--- src/rtl/front_panel_control.sv ---
// Front-panel run/step/halt controller: button edge-detect, acknowledge handshake and CPU enable FSM.
// Optional completed-instruction counter (instrCount/countClear) built only when FRONT_PANEL_COUNT_EN is defined.
module front_panel_control #(
    parameter int unsigned COUNT_WIDTH = 16
) (
    input  logic                   clock,
    input  logic                   reset,
    input  logic                   runPressed,
    input  logic                   stepPressed,
    input  logic                   haltPressed,
    input  logic                   cpuHalted,
    input  logic                   cycleDone,
`ifdef FRONT_PANEL_COUNT_EN
    input  logic                   countClear,
    output logic [COUNT_WIDTH-1:0] instrCount,
`endif
    output logic                   runAck,
    output logic                   stepAck,
    output logic                   haltAck,
    output logic                   cpuEnable,
    output logic                   running
);

    localparam int unsigned N_BTN = 3;

    typedef enum logic [1:0] {
        S_HALTED   = 2'd0,
        S_RUNNING  = 2'd1,
        S_STEPPING = 2'd2
    } state_t;

    if (COUNT_WIDTH == 0) begin : g_bad_width
        $error("front_panel_control: COUNT_WIDTH must be at least 1");
    end

    // Button order in the packed vectors: [0]=run, [1]=step, [2]=halt.
    logic [N_BTN-1:0] w_press;
    logic [N_BTN-1:0] w_accept;
    logic [N_BTN-1:0] r_prev;
    logic [N_BTN-1:0] r_ack;
    state_t           r_state;
    logic             r_cpu_en;
    logic             r_running;

    assign w_press  = {haltPressed, stepPressed, runPressed};
    assign w_accept = w_press & ~r_prev;

    // Rising-edge acceptance and ack hold until the button is seen released.
    always_ff @(posedge clock or posedge reset) begin
        if (reset) begin
            r_prev <= '0;
            r_ack  <= '0;
        end else begin
            r_prev <= w_press;
            for (int i = 0; i < int'(N_BTN); i++) begin
                if (w_accept[i]) begin
                    r_ack[i] <= 1'b1;
                end else if (!w_press[i]) begin
                    r_ack[i] <= 1'b0;
                end
            end
        end
    end

    // Mode FSM; halt beats step beats run when accepted together.
    always_ff @(posedge clock or posedge reset) begin
        if (reset) begin
            r_state   <= S_HALTED;
            r_cpu_en  <= 1'b0;
            r_running <= 1'b0;
        end else begin
            case (r_state)
                S_HALTED: begin
                    if (!w_accept[2] && !cpuHalted) begin
                        if (w_accept[1]) begin
                            r_state  <= S_STEPPING;
                            r_cpu_en <= 1'b1;
                        end else if (w_accept[0]) begin
                            r_state   <= S_RUNNING;
                            r_cpu_en  <= 1'b1;
                            r_running <= 1'b1;
                        end
                    end
                end
                S_RUNNING: begin
                    if (w_accept[2] || cpuHalted) begin
                        r_state   <= S_HALTED;
                        r_cpu_en  <= 1'b0;
                        r_running <= 1'b0;
                    end
                end
                S_STEPPING: begin
                    if (w_accept[2] || cpuHalted || cycleDone) begin
                        r_state  <= S_HALTED;
                        r_cpu_en <= 1'b0;
                    end
                end
                default: begin
                    r_state   <= S_HALTED;
                    r_cpu_en  <= 1'b0;
                    r_running <= 1'b0;
                end
            endcase
        end
    end

    assign runAck    = r_ack[0];
    assign stepAck   = r_ack[1];
    assign haltAck   = r_ack[2];
    assign cpuEnable = r_cpu_en;
    assign running   = r_running;

`ifdef FRONT_PANEL_COUNT_EN
    logic [COUNT_WIDTH-1:0] r_count;

    // Counts instructions retired while the CPU was enabled; clear wins.
    always_ff @(posedge clock or posedge reset) begin
        if (reset) begin
            r_count <= '0;
        end else if (countClear) begin
            r_count <= '0;
        end else if (cycleDone && r_cpu_en) begin
            r_count <= r_count + COUNT_WIDTH'(1);
        end
    end

    assign instrCount = r_count;
`endif

endmodule

--- config.mk ---
export PLATFORM = sky130hd
export DESIGN_NAME = front_panel_control
export DESIGN_NICKNAME = d
export VERILOG_FILES = /design/src/rtl/front_panel_control.sv
export SDC_FILE = /design/constraint.sdc
export NUM_CORES = 1
export LEC_CHECK = 0
export BUFFER_PORTS_ARGS = -buffer_cell sky130_fd_sc_hd__buf_2
export CORE_AREA = 2 2 39 41
export DETAILED_ROUTE_END_ITERATION = 6
export DIE_AREA = 0 0 41 43
export PLACE_DENSITY = 0.6
export SYNTH_ARGS = -nofsm -noshare
export SYNTH_HDL_FRONTEND = slang
export SYNTH_SLANG_ARGS = --single-unit
--- constraint.sdc ---
create_clock -name clock -period 1.3 [get_ports clock]
set_clock_uncertainty 0.05 [all_clocks]
set_input_delay 0 -clock clock [delete_from_list [all_inputs] [get_ports clock]]
set_output_delay 0 -clock clock [all_outputs]
set_load 0.005 [all_outputs]
==> results.toml <==
[layout]
final_area_um2 = 560.5
syn_to_final_growth_pct = 37.42
n_antenna_cell = 0
layout-drive-gt1-share_pct = 33.33
final_cells = 70
multiInputGateArea_um2 = 140.1
fillers = 142
seq_area_um2 = 250.2
fin_nets = 63

[detailed_routing]
viasPerCell = 4.500
ant_nets = 0
drt-wirelength-per-cell_um = 11.37
routed_wl_um = 796
drc = 0
firstDrtPassIters = 4
first_iter_violations = 3
vias = 315

[die]
die_width_um = 41
die_h_um = 43
die-area_um2 = 1763
start_util_pct = 29.48
coreArea_um2 = 1384
io_pins = 12
num_rows = 14

[setup_path]
cp_data_required_time_ps = 1440
path_max_fanout = 3
startpoint_type = "input port"
critPathKind = "input port to register"
end_kind = "register"
critPathArrivalTime_ps = 1340

[placement]
post_dp_cell_area_um2 = 483.0
globalplace.congestion = 0.7938
place_inst = 62
port_buffers = 11
dp.final_hpwl_um = 574

[power]
p_per_area_nw_per_um2 = 1174
p_clk_share_pct = 30.2
pwr-share-comb_pct = 15.6
p_total_mw = 0.6581
internal-power_mw = 0.4977
p_sw_mw = 0.1604
switching_share_pct = 24.37
leakagePower_nw = 0.2730
power_frac_seq_pct = 54.3
ir_drop_uv = 745.1

[sta]
rsz0062_at_grt = "no"
period_needed_ps = 1202
relSlewSlack_pct = 75.20
fmax_ghz = 0.8317
finalCritPeriodShare_pct = 92.49
tightest_slew_ps = 371.6
hold_slack_ps = 20.76
fin_setup_tns_ps = 0
hold_viol_final = 0
slew_viol_final = 0
finalSetupViolations = 0

[synthesis]
syn_area_um2 = 407.9
synth_cell_types = 18
synth_top_area_share_pct = 61.35
ys_seq_area_share_pct = 61.35
yosys.area_share.simple_pct = 9.509
post-synth-top-count-cell = "dfrtp_1"
ys_seq_elements = 10
synthTopCellsByCount = "dfrtp_1 (10), inv_1 (5), o21a_1 (3), a211oi_2 (2), a21oi_1 (2)"
synth_edf_count = 0
synth_top_flop_cell = "dfrtp_1"
syn_avg_cell_area_um2 = 11.65
synthMuxAreaShare_pct = 2.454
ys_warn_count = 0
syn_inst = 35
synth-xor-area-share_pct = 0
synth_area_leaders = "dfrtp_1 (61%), a211oi_2 (6.1%), o21a_1 (5.5%)"
syn_nets = 42
synth-compound-area-share_pct = 21.17
synth_top_family_by_area = "compound AO/OA/AOI/OAI gates"
synthAdderAreaFrac_pct = 0
ys_async_sr_fraction_pct = 100.0
yosysTopAreaCell = "dfrtp_1"

[clock_tree]
cts_tree = "built"
htree_levels = 1
cts.path.max_buffers = 2
cts_root_buf = "clkbuf_4"
cts.clk_slew.worst_paths_ps = 60
clock_latency_ps = 260
cts_buffers = 3
clkSinkCount = 10

[grt]
grtUsageTotal_pct = 11.18
grt_pass1_vias = 290
grt_antenna_before_repair = 0
grt_start_max_net_pins = 11
grt_pass1_wl_um = 1186
grt_overflow_total = 0

[worst_hold_path]
hold_path.class = "input port to register"

[run_status]
outcome = "complete, no violations"

[run]
cap_viol_max_count = 0
-- cells by family after synthesis --
logic type      Yosys count
mux                       1
flops                    10
simple gates              7
compound gates           11
buf+inv                   6
-- area by class of cell --
class | count | share of cell area, %
repair buffers | 16 | 18.75
clock buffers | 3 | 4.018
well taps | 16 | 3.571
inverters | 6 | 4.018
multi-input cells | 19 | 25.00
flip-flops and latches | 10 | 44.64
-- per-layer routing --
layer  global-route usage, %  wire [µm]  vias up
li1                        -          -      158
met1                   12.04        353      145
met2                   15.63        396       12
met3                   9.424         46        0
met4                   4.000          0        0
met5                       0          0        -
-- power by group through the flow --
stage	registers [mW]	logic [mW]	clock network, mW
after CTS	0.357	0.103	0.213
after global routing	0.360	0.117	0.228
after global placement	0.359	0.0877	0
final	0.357	0.102	0.199
after detailed placement	0.363	0.0917	0
after floorplan	0.361	0.0486	0
-- what timing repair did --
action | CTS | global route
hold endpoints to repair | 17 | 0
hold buffers | 5 | 0
buffers inserted | 0 | 0
resized for setup | 0 | 1
setup endpoints to repair | 0 | 1
-- placed cells by master (no fill, tap or decap), drive strengths merged --
cell         count
clkbuf           3
a211o            1
or2              1
nand2            1
a21boi           1
dfrtp           10
nor4             1
nor2b            1
nor2             1
a211oi           2
dlygate4sd3      5
nor3             1
a21oi            2
mux2i            1
buf             11
o21ai            1
inv              6
a21o             1
o21a             3
nor3b            1
-- registers in the layout (all words and copies together) (netlist names) --
register	flops
cpuEnable	1
r_prev	3
r_ack	3
running	1
r_state	2
-- through the flow --
step	utilization [%]	worst slack, ps
finish	40.51	97.59
global route	40.51	1.196
CTS	40.14	82.70
detailed placement	34.90	180.0
global placement	34.90	218.3
floorplan	-	240.7
-- path summary, 6_finish.rpt --
path                        startpoint    endpoint  slack [ps]  depth (start not counted)
setup / recovery           stepPressed   cpuEnable         100                          6
hold reg to reg              r_prev[1]    r_ack[1]         410                          1
hold / removal               cycleDone  r_state[1]          20                          4
setup reg to reg             r_prev[1]   cpuEnable         100                          4
min in group asynchronous        reset    r_ack[2]         200                          3
max in group asynchronous        reset   cpuEnable         730                          3
-- critical path: stages --
cell and delay [ps]:
dlygate4sd3_1 520, buf_2 110, nor2b_1 270, a21oi_1 80
nor4_1 210, a211o_1 150
No activity file was read; power rests on OpenSTA's default activity.
